==> src/rtl/key_command_encoder_pkg.sv <==
// Shared types and constants for the player-command producer.
// Command encoding matches what the game FSM consumes.
package key_command_encoder_pkg;

  typedef enum logic [1:0] {
    CMD_NONE  = 2'd0,
    CMD_HIT   = 2'd1,
    CMD_STAND = 2'd2
  } game_command_t;

  localparam int HIT_KEY   = 0;
  localparam int STAND_KEY = 1;

  localparam logic KEY_STATE_UP   = 1'b1;
  localparam logic KEY_STATE_DOWN = 1'b0;

endpackage

==> src/rtl/key_command_encoder_if.sv <==
// One-deep valid/ready command channel from the key encoder to the game FSM.
interface key_command_encoder_if;
  import key_command_encoder_pkg::*;

  game_command_t cmd;
  logic          cmd_valid;
  logic          cmd_ready;
  logic          cmd_dropped;

  modport master (output cmd, output cmd_valid, output cmd_dropped, input  cmd_ready);
  modport slave  (input  cmd, input  cmd_valid, input  cmd_dropped, output cmd_ready);

endinterface

==> src/rtl/key_command_encoder_debouncer.sv <==
// Per-key synchronizer, debounce counter, stable level and registered press pulse.
module key_debouncer
  import key_command_encoder_pkg::*;
#(
  parameter int DEBOUNCE_CYCLES = 4
) (
  input  logic clk,
  input  logic reset,
  input  logic key_raw,
  output logic key_down,
  output logic press
);

  localparam int                CNT_W   = $clog2(DEBOUNCE_CYCLES);
  localparam logic [CNT_W-1:0]  CNT_MAX = CNT_W'(DEBOUNCE_CYCLES - 1);

  logic             sync1_q, sync1_d;
  logic             sync2_q, sync2_d;
  logic             stable_q, stable_d;
  logic [CNT_W-1:0] cnt_q, cnt_d;
  logic             press_q, press_d;

  always_comb begin
    // NOTE: every comb output gets a default first so no path can infer a latch.
    sync1_d  = key_raw;
    sync2_d  = sync1_q;
    stable_d = stable_q;
    cnt_d    = '0;
    press_d  = 1'b0;
    if (sync2_q != stable_q) begin
      if (cnt_q == CNT_MAX) begin
        stable_d = sync2_q;
        press_d  = (sync2_q == KEY_STATE_DOWN);
      end else begin
        cnt_d = cnt_q + 1'b1;
      end
    end
  end

  always_ff @(posedge clk) begin
    // NOTE: state flops use non-blocking assignment so all flops update together.
    if (reset) begin
      sync1_q  <= KEY_STATE_UP;
      sync2_q  <= KEY_STATE_UP;
      stable_q <= KEY_STATE_UP;
      cnt_q    <= '0;
      press_q  <= 1'b0;
    end else begin
      sync1_q  <= sync1_d;
      sync2_q  <= sync2_d;
      stable_q <= stable_d;
      cnt_q    <= cnt_d;
      press_q  <= press_d;
    end
  end

  assign key_down = (stable_q == KEY_STATE_DOWN);
  assign press    = press_q;

endmodule

==> src/rtl/key_command_encoder.sv <==
// Turns debounced HIT/STAND presses into one-deep valid/ready commands.
// STAND wins a same-edge tie; anything that cannot be loaded is reported via cmd_dropped.
module key_command_encoder
  import key_command_encoder_pkg::*;
#(
  parameter int DEBOUNCE_CYCLES = 4
) (
  input  logic                   clk,
  input  logic                   reset,
  input  logic [1:0]             keys,
  output logic [1:0]             key_down,
  key_command_encoder_if.master  cmd_if
);

  logic [1:0] press;

  for (genvar k = 0; k < 2; k++) begin : g_key
    key_debouncer #(.DEBOUNCE_CYCLES(DEBOUNCE_CYCLES)) u_deb (
      .clk      (clk),
      .reset    (reset),
      .key_raw  (keys[k]),
      .key_down (key_down[k]),
      .press    (press[k])
    );
  end

  game_command_t cmd_q, cmd_d;
  logic          cmd_valid_q, cmd_valid_d;
  logic          cmd_dropped_q, cmd_dropped_d;
  logic          accept, loadable;

  always_comb begin
    accept        = cmd_valid_q && cmd_if.cmd_ready;
    loadable      = !cmd_valid_q || accept;
    cmd_d         = cmd_q;
    cmd_valid_d   = cmd_valid_q;
    cmd_dropped_d = 1'b0;
    if (press[STAND_KEY] && loadable) begin
      cmd_d         = CMD_STAND;
      cmd_valid_d   = 1'b1;
      cmd_dropped_d = press[HIT_KEY];
    end else if (press[HIT_KEY] && loadable) begin
      cmd_d       = CMD_HIT;
      cmd_valid_d = 1'b1;
    end else if (|press) begin
      // Both-key collisions still produce a single drop pulse.
      cmd_dropped_d = 1'b1;
    end else if (accept) begin
      cmd_d       = CMD_NONE;
      cmd_valid_d = 1'b0;
    end
  end

  always_ff @(posedge clk) begin
    if (reset) begin
      cmd_q         <= CMD_NONE;
      cmd_valid_q   <= 1'b0;
      cmd_dropped_q <= 1'b0;
    end else begin
      cmd_q         <= cmd_d;
      cmd_valid_q   <= cmd_valid_d;
      cmd_dropped_q <= cmd_dropped_d;
    end
  end

  assign cmd_if.cmd         = cmd_q;
  assign cmd_if.cmd_valid   = cmd_valid_q;
  assign cmd_if.cmd_dropped = cmd_dropped_q;

endmodule

==> src/flat_wrapper.sv <==
// flat-port wrapper written by rule: the top's interface ports become plain ports
module key_command_encoder_flat import key_command_encoder_pkg::*;
#(
  parameter int DEBOUNCE_CYCLES = 4
)
  (clk, reset, keys, key_down, cmd_if_cmd, cmd_if_cmd_valid, cmd_if_cmd_dropped, cmd_if_cmd_ready);
  key_command_encoder_if cmd_if_i ();
  input  logic clk;
  input  logic reset;
  input  logic [1:0] keys;
  output logic [1:0] key_down;
  output wire logic [$bits(cmd_if_i.cmd)-1:0] cmd_if_cmd;
  output wire logic [$bits(cmd_if_i.cmd_valid)-1:0] cmd_if_cmd_valid;
  output wire logic [$bits(cmd_if_i.cmd_dropped)-1:0] cmd_if_cmd_dropped;
  input wire logic [$bits(cmd_if_i.cmd_ready)-1:0] cmd_if_cmd_ready;
  assign cmd_if_cmd = cmd_if_i.cmd;
  assign cmd_if_cmd_valid = cmd_if_i.cmd_valid;
  assign cmd_if_cmd_dropped = cmd_if_i.cmd_dropped;
  assign cmd_if_i.cmd_ready = cmd_if_cmd_ready;
  key_command_encoder #(.DEBOUNCE_CYCLES(DEBOUNCE_CYCLES)) u_core (.clk(clk), .reset(reset), .keys(keys), .key_down(key_down), .cmd_if(cmd_if_i));
endmodule
==> config.mk <==
export PLATFORM = sky130hd
export DESIGN_NAME = key_command_encoder_flat
export DESIGN_NICKNAME = d
export VERILOG_FILES = /design/src/rtl/key_command_encoder_pkg.sv /design/src/rtl/key_command_encoder_if.sv /design/src/rtl/key_command_encoder_debouncer.sv /design/src/rtl/key_command_encoder.sv /design/src/flat_wrapper.sv
export SDC_FILE = /design/constraint.sdc
export NUM_CORES = 1
export LEC_CHECK = 0
export CAP_MARGIN = 20
export CORE_AREA = 2 2 39 41
export DETAILED_ROUTE_END_ITERATION = 10
export DIE_AREA = 0 0 41 43
export GPL_TIMING_DRIVEN = 1
export HOLD_SLACK_MARGIN = 0.06
export PLACE_DENSITY = 0.68
export REMOVE_ABC_BUFFERS = 1
export SLEW_MARGIN = 40
export SYNTH_ARGS = -nofsm -noshare
export SYNTH_HDL_FRONTEND = slang
export SYNTH_SLANG_ARGS = --single-unit
export TNS_END_PERCENT = 10
==> constraint.sdc <==
create_clock -name clk -period 2.31 [get_ports clk]
set_input_delay 0.5775 -clock clk [delete_from_list [all_inputs] [get_ports clk]]
set_output_delay 0.5775 -clock clk [all_outputs]
set_load 0.01 [all_outputs]
==> flow_results.xml, run 1 <==
<?xml version="1.0" encoding="UTF-8"?>
<metrics>
  <group name="finish">
    <metric name="mostFrequentLayoutCells" unit="">dfxtp_1, clkdlybuf4s50_1, nor2_1</metric>
    <metric name="areaGrowthSynthToFinish" unit="%">21.85</metric>
    <metric name="finish.instance_area" unit="µm²">690.7</metric>
    <metric name="final_common_cell" unit="">dfxtp_1</metric>
    <metric name="antenna-diode-count" unit="">0</metric>
    <metric name="final_util" unit="">0.4991</metric>
    <metric name="drive_above_1_share" unit="">0.1014</metric>
    <metric name="final_nets" unit="">78</metric>
    <metric name="final_cells" unit="">85</metric>
  </group>
  <group name="power_and_ir_drop">
    <metric name="power_density" unit="mW/mm²">632.1</metric>
    <metric name="switching_share" unit="">0.1974</metric>
    <metric name="power.net_switching" unit="mW">0.08617</metric>
    <metric name="clock_power_share" unit="">0.318</metric>
    <metric name="combPwrFrac" unit="">0.036</metric>
    <metric name="cell_internal_pwr" unit="mW">0.3504</metric>
    <metric name="power.ir.vdd_worst" unit="mV">0.2840</metric>
    <metric name="power_frac_seq" unit="">0.646</metric>
    <metric name="power_leakage" unit="nW">0.2713</metric>
  </group>
  <group name="timing">
    <metric name="worst_slew_margin_relative_to_its_limit" unit="">0.7601</metric>
    <metric name="grt_setup_unrepaired" unit="">no</metric>
    <metric name="achievable-frequency" unit="MHz">554.7</metric>
    <metric name="final_hold_viol_count" unit="">0</metric>
    <metric name="timing_worst_slew_pin_value" unit="ps">358.7</metric>
    <metric name="setup-tns-final" unit="ps">0</metric>
    <metric name="min_period_over_period" unit="">0.7804</metric>
    <metric name="slew_viol_final" unit="">0</metric>
    <metric name="worst_clock_skew" unit="ps">0.8902</metric>
    <metric name="finalCriticalPeriod" unit="ps">1803</metric>
    <metric name="final-setup-viol-count" unit="">0</metric>
  </group>
  <group name="worst_setup_path">
    <metric name="critPathKind" unit="">register to primary output</metric>
    <metric name="critPathArrivalTime" unit="ps">1230</metric>
    <metric name="crit-reg2reg-launch" unit="">u_core.g_key[0].u_deb.cnt_q[0]</metric>
    <metric name="timing.reg2reg.setup_slack" unit="ps">1200</metric>
    <metric name="required" unit="ps">1730</metric>
    <metric name="cp-start-kind" unit="">register</metric>
    <metric name="timing.critical_path.fanout_max" unit="">3</metric>
    <metric name="capturing_element_of_the_worst_setup_path" unit="">key_down[1]</metric>
    <metric name="timing.critical_path.to_type" unit="">primary output</metric>
    <metric name="setup.worst_path.start" unit="">u_core.g_key[1].u_deb.stable_q</metric>
    <metric name="timing.reg2reg.worst_path_depth" unit="">3</metric>
    <metric name="crit-reg2reg-capture" unit="">u_core.g_key[0].u_deb.cnt_q[0]</metric>
  </group>
  <group name="cts">
    <metric name="clkTransAtPathRegs" unit="ps">80</metric>
    <metric name="cts_resized" unit="">0</metric>
    <metric name="cts_hold_buf" unit="">0</metric>
    <metric name="cts_root_buf" unit="">clkbuf_4</metric>
    <metric name="numCtsBuffers" unit="">3</metric>
    <metric name="clk_latency" unit="ps">280</metric>
    <metric name="post_cts_buffers" unit="">0</metric>
    <metric name="max-clock-path-buffers" unit="">2</metric>
    <metric name="cts_tree" unit="">done</metric>
    <metric name="cts.htree.levels" unit="">1</metric>
    <metric name="cts_num_sinks" unit="">16</metric>
  </group>
  <group name="worst_hold_path">
    <metric name="holdPathStages" unit="">1</metric>
    <metric name="worstHoldStart" unit="">u_core.g_key[0].u_deb.sync1_q</metric>
    <metric name="hold_class" unit="">register to register</metric>
  </group>
  <group name="floorplanning">
    <metric name="top_level_ports" unit="">11</metric>
    <metric name="die-height" unit="µm">43</metric>
    <metric name="design.die.area" unit="mm²">0.001763</metric>
    <metric name="floorplan.initialDensity" unit="">0.4096</metric>
    <metric name="floorplan.die.width" unit="µm">41</metric>
    <metric name="rows" unit="">14</metric>
    <metric name="design.core.area" unit="mm²">0.001384</metric>
  </group>
  <group name="placement">
    <metric name="portBuffers" unit="">10</metric>
    <metric name="post-dp-hpwl" unit="µm">542.3</metric>
    <metric name="placed_cells" unit="">82</metric>
    <metric name="detailed_place.area" unit="µm²">668.1</metric>
    <metric name="place.gp.congestion" unit="">0.7391</metric>
  </group>
  <group name="global_route">
    <metric name="groute.usage.overall" unit="">0.1221</metric>
    <metric name="grt_first_pass_wirelength" unit="µm">1380</metric>
    <metric name="initial_antenna_violation_count" unit="">0</metric>
    <metric name="via_count_of_the_first_global_routing_pass" unit="">357</metric>
    <metric name="global_route.overflow_total" unit="">0</metric>
    <metric name="maximum_number_of_pins_on_one_net_before_global_route_repair" unit="">14</metric>
  </group>
  <group name="route">
    <metric name="detailedRoute.firstPassIterationCount" unit="">4</metric>
    <metric name="avgRoutedWirePerCell" unit="µm">8.929</metric>
    <metric name="post_detailed_route_via_to_cell_ratio" unit="">4.553</metric>
    <metric name="drc" unit="">0</metric>
    <metric name="via_count" unit="">387</metric>
    <metric name="drt-total-wl" unit="µm">759</metric>
    <metric name="first_iter_violations" unit="">9</metric>
    <metric name="ant_nets" unit="">0</metric>
  </group>
  <group name="logic_synthesis">
    <metric name="synth_seq_cells" unit="">16</metric>
    <metric name="synth.lib_cells_used.distinct" unit="">18</metric>
    <metric name="synthDominantCellAreaShare" unit="">0.5651</metric>
    <metric name="synthesized_instance_count" unit="">59</metric>
    <metric name="top_post_synthesis_cells_by_area" unit="">dfxtp_1, nor2_1, ha_1, or2_2, inv_1</metric>
    <metric name="yosys.area.top_type" unit="">dfxtp_1</metric>
    <metric name="yosys_warnings" unit="">0</metric>
    <metric name="synth_seq_area_share" unit="">0.5651</metric>
    <metric name="avgSynthCellArea" unit="µm²">9.607</metric>
    <metric name="synth_area" unit="µm²">566.8</metric>
  </group>
  <group name="run_status">
    <metric name="status" unit="">finished clean</metric>
  </group>
  <group name="job">
    <metric name="cap_violations" unit="">0</metric>
  </group>
</metrics>
[sequential cells by signal (all words and copies together) (netlist names)]
name	count
u_core.g_key.u_deb.sync1_q	2
u_core.g_key.u_deb.stable_q	2
u_core.cmd_if.cmd_valid	1
u_core.g_key.u_deb.sync2_q	2
u_core.g_key.u_deb.cnt_q	4
u_core.cmd_if.cmd_dropped	1
u_core.cmd_if.cmd	2
u_core.g_key.u_deb.press	2
[critical path, stage by stage, from the launching register on]
cell	delay [ps]
dfxtp_1	330
inv_1	90
clkdlybuf4s50_1	530
[cell usage after synthesis]
| cell | number |
|---|---|
| a21oi_1 | 3 |
| buf_4 | 2 |
| clkbuf_1 | 1 |
| dfxtp_1 | 16 |
| ha_1 | 2 |
| inv_1 | 5 |
| nand2_1 | 4 |
| nand2b_1 | 1 |
| nand3b_1 | 1 |
| nor2_1 | 7 |
| nor2b_1 | 1 |
| nor3_1 | 1 |
| nor4b_1 | 2 |
| o211ai_1 | 2 |
| o21ai_0 | 3 |
| or2_2 | 4 |
| or3_1 | 2 |
| xnor2_1 | 2 |
[power by group through the flow]
stage                     clock network (mW)  logic (mW)  registers (mW)
after floorplan                            0     0.00612           0.288
after CTS                              0.140      0.0162           0.282
after global placement                     0      0.0157           0.288
after detailed placement                   0      0.0162           0.288
final                                  0.139      0.0159           0.282
after global routing                   0.152      0.0180           0.282
[layout make-up]
cell class / instances / area, µm²
Clock buffer: 3 / 22.52
Fill cell: 142 / 693.2
Inverter: 5 / 18.77
Multi-Input combinational cell: 35 / 209.0
Sequential cell: 16 / 320.3
Tap cell: 16 / 20.02
Timing Repair Buffer: 10 / 100.1
[metal layers]
layer	routed length, µm	share of wire	vias to the layer above	track usage
met1	377	0.50	166	0.1644
li1	-	-	210	-
met4	15	0.020	0	0.1200
met3	39	0.051	2	0.03141
met2	326	0.43	9	0.1469
met5	0	0	-	0
[cells by family after synthesis]
| logic type | share of synthesized area |
|---|---|
| buffers and inverters | 0.06621 |
| flip-flops | 0.5651 |
| AND/OR/NAND/NOR | 0.2141 |
| AO/OA/AOI/OAI | 0.07945 |
| adder cells (fa/ha/maj) | 0.04414 |
| XOR/XNOR | 0.03091 |
[worst min path at each step]
stage	slack [ps]	to
after CTS	410	u_core.g_key[0].u_deb.sync2_q
final	410	u_core.g_key[0].u_deb.sync2_q
after global routing	430	u_core.g_key[0].u_deb.sync2_q
after floorplan	390	u_core.g_key[0].u_deb.sync2_q
after global placement	390	u_core.g_key[1].u_deb.sync2_q
after detailed placement	400	u_core.g_key[0].u_deb.sync2_q
[per-stage QoR]
step                      hold slack, ps  power (mW)  worst slack (ps)
after global placement             392.4      0.3040             548.9
final                              412.8      0.4365             507.2
after CTS                          412.6      0.4386             504.4
after floorplan                    389.5      0.2942              1246
after detailed placement           396.8      0.3046             521.6
after global routing               425.7      0.4528             428.2
No activity file was read; power rests on OpenSTA's default activity.
==> inputs of run 2 (changes only) <==
==> constraint.sdc (replaced) <==
create_clock -name clk -period 1.67 [get_ports clk]
set_input_delay 0.4175 -clock clk [delete_from_list [all_inputs] [get_ports clk]]
set_output_delay 0.4175 -clock clk [all_outputs]
set_load 0.01 [all_outputs]
==> flow_results.xml, run 2 (same netlist as run 1, synthesis figures left out) <==
<?xml version="1.0" encoding="UTF-8"?>
<metrics>
  <group name="finish">
    <metric name="areaGrowthSynthToFinish" unit="%">26.27</metric>
    <metric name="finish.instance_area" unit="µm²">715.7</metric>
    <metric name="final_cells" unit="">87</metric>
    <metric name="number_of_flip_flops_in_the_largest_register" unit="">4</metric>
    <metric name="mostFrequentLayoutCells" unit="">dfxtp_1, nor2_1, clkdlybuf4s50_1</metric>
    <metric name="fillerInstances" unit="">142</metric>
    <metric name="final_nets" unit="">79</metric>
    <metric name="final_common_cell" unit="">dfxtp_1</metric>
    <metric name="largest-register" unit="">u_core.g_key.u_deb.cnt_q</metric>
    <metric name="drive_above_1_share" unit="">0.1268</metric>
    <metric name="antenna-diode-count" unit="">0</metric>
  </group>
  <group name="worst_setup_path">
    <metric name="critical-path-max-stage-delay" unit="ps">530</metric>
    <metric name="path_cells" unit="">clkdlybuf4s50_1</metric>
    <metric name="slowest_stage" unit="">clkdlybuf4s50_1</metric>
    <metric name="crit-reg2reg-capture" unit="">u_core.g_key[0].u_deb.cnt_q[0]</metric>
    <metric name="cp-start-kind" unit="">register</metric>
    <metric name="critPathKind" unit="">register to primary output</metric>
    <metric name="capturing_element_of_the_worst_setup_path" unit="">cmd_if_cmd[1]</metric>
    <metric name="required" unit="ps">1250</metric>
    <metric name="critPathArrivalTime" unit="ps">1130</metric>
    <metric name="setup.worst_path.start" unit="">u_core.cmd_if.cmd[1]</metric>
    <metric name="crit-reg2reg-launch" unit="">u_core.g_key[0].u_deb.cnt_q[0]</metric>
    <metric name="timing.reg2reg.worst_path_depth" unit="">3</metric>
    <metric name="worst_path_dominant_cell_family" unit="">buffers and inverters</metric>
    <metric name="timing.critical_path.to_type" unit="">primary output</metric>
    <metric name="worst-path-stages" unit="">1</metric>
    <metric name="crit_buf_inv" unit="">1</metric>
    <metric name="timing.reg2reg.setup_slack" unit="ps">560</metric>
    <metric name="timing.critical_path.fanout_max" unit="">2</metric>
  </group>
  <group name="route">
    <metric name="detailedRoute.firstPassIterationCount" unit="">4</metric>
    <metric name="ant_nets" unit="">0</metric>
    <metric name="drt-total-wl" unit="µm">796</metric>
    <metric name="via_count" unit="">403</metric>
    <metric name="drc" unit="">0</metric>
    <metric name="first_iter_violations" unit="">5</metric>
    <metric name="avgRoutedWirePerCell" unit="µm">9.149</metric>
    <metric name="post_detailed_route_via_to_cell_ratio" unit="">4.632</metric>
  </group>
  <group name="timing">
    <metric name="grt_setup_unrepaired" unit="">no</metric>
    <metric name="timing_worst_slew_pin_value" unit="ps">261.5</metric>
    <metric name="setup-tns-final" unit="ps">0</metric>
    <metric name="min_period_over_period" unit="">0.9291</metric>
    <metric name="slew_viol_final" unit="">0</metric>
    <metric name="worst_clock_skew" unit="ps">0.5804</metric>
    <metric name="worst_slew_margin_relative_to_its_limit" unit="">0.8253</metric>
    <metric name="final_hold_viol_count" unit="">0</metric>
    <metric name="final-setup-viol-count" unit="">0</metric>
    <metric name="final.hold.worst_slack" unit="ps">413.7</metric>
    <metric name="finalCriticalPeriod" unit="ps">1552</metric>
    <metric name="achievable-frequency" unit="MHz">644.5</metric>
  </group>
  <group name="cts">
    <metric name="cts_hold_buf" unit="">0</metric>
    <metric name="cts_num_sinks" unit="">16</metric>
    <metric name="post_cts_buffers" unit="">0</metric>
    <metric name="cts.htree.levels" unit="">1</metric>
    <metric name="cts_tree" unit="">done</metric>
    <metric name="numCtsBuffers" unit="">3</metric>
    <metric name="clk_latency" unit="ps">270</metric>
    <metric name="cts_root_buf" unit="">clkbuf_4</metric>
    <metric name="clkTransAtPathRegs" unit="ps">90</metric>
    <metric name="max-clock-path-buffers" unit="">2</metric>
  </group>
  <group name="power_and_ir_drop">
    <metric name="power_density" unit="mW/mm²">920.1</metric>
    <metric name="power.ir.vdd_worst" unit="mV">0.4542</metric>
    <metric name="power_leakage" unit="nW">0.3257</metric>
  </group>
  <group name="worst_hold_path">
    <metric name="hold_class" unit="">register to register</metric>
    <metric name="worstHoldStart" unit="">u_core.g_key[0].u_deb.sync1_q</metric>
  </group>
  <group name="global_route">
    <metric name="grt_first_pass_wirelength" unit="µm">1248</metric>
    <metric name="groute.usage.overall" unit="">0.1157</metric>
    <metric name="initial_antenna_violation_count" unit="">0</metric>
    <metric name="maximum_number_of_pins_on_one_net_before_global_route_repair" unit="">10</metric>
    <metric name="via_count_of_the_first_global_routing_pass" unit="">310</metric>
    <metric name="global_route.overflow_total" unit="">0</metric>
  </group>
  <group name="floorplanning">
    <metric name="design.core.area" unit="mm²">0.001384</metric>
    <metric name="top_level_ports" unit="">11</metric>
    <metric name="design.die.area" unit="mm²">0.001763</metric>
    <metric name="die-height" unit="µm">43</metric>
    <metric name="rows" unit="">14</metric>
    <metric name="floorplan.initialDensity" unit="">0.4096</metric>
    <metric name="floorplan.die.width" unit="µm">41</metric>
  </group>
  <group name="placement">
    <metric name="placed_cells" unit="">83</metric>
    <metric name="place.gp.congestion" unit="">0.7355</metric>
    <metric name="detailed_place.area" unit="µm²">675.6</metric>
    <metric name="portBuffers" unit="">10</metric>
  </group>
  <group name="job">
    <metric name="cap_violations" unit="">0</metric>
  </group>
  <group name="run_status">
    <metric name="status" unit="">finished clean</metric>
  </group>
</metrics>
run 2: worst min-delay path by stage:
| stage | endpoint | depth (start not counted) |
|---|---|---|
| final | u_core.g_key[0].u_deb.sync2_q | 1 |
| after global placement | u_core.g_key[0].u_deb.sync2_q | 1 |
| after detailed placement | u_core.g_key[0].u_deb.sync2_q | 1 |
| after floorplan | u_core.g_key[0].u_deb.sync2_q | 1 |
| after global routing | u_core.g_key[0].u_deb.sync2_q | 1 |
| after CTS | u_core.g_key[0].u_deb.sync2_q | 1 |
run 2: routing by layer:
metal / vias up / share of wire / GRT usage
li1: 215 / - / -
met1: 177 / 0.47 / 0.1367
met2: 9 / 0.46 / 0.1438
met3: 2 / 0.054 / 0.04712
met4: 0 / 0.019 / 0.1200
met5: - / 0 / 0
run 2: cell type report:
| cell class | instances | area [µm²] | area share |
|---|---|---|---|
| Inverter | 5 | 18.77 | 0.02622 |
| Timing Repair Buffer | 11 | 111.4 | 0.1556 |
| Multi-Input combinational cell | 35 | 209.0 | 0.2920 |
| Sequential cell | 16 | 320.3 | 0.4476 |
| Clock buffer | 4 | 36.28 | 0.05070 |
| Tap cell | 16 | 20.02 | 0.02797 |
run 2: stage by stage:
stage          setup WS, ps  total power [mW]    util
2_1_floorplan         648.5            0.4069       -
3_3_place_gp          225.6            0.4226  0.4882
3_5_place_dp          184.4            0.4229  0.4882
4_1_cts               4.512            0.6675  0.5136
5_1_grt               48.16            0.6940  0.5172
6_report              118.4            0.6585  0.5172
run 2: where the power goes:
part / switching [mW] / internal [mW]
clock network: 0.112 / 0.132
logic: 0.00840 / 0.0155
registers: 0.00303 / 0.387
total: 0.123 / 0.535
run 2: timing repair:
action,4_1_cts,5_1_grt
cloned,0,0
resized for setup,1,2
setup endpoints to repair,1,2
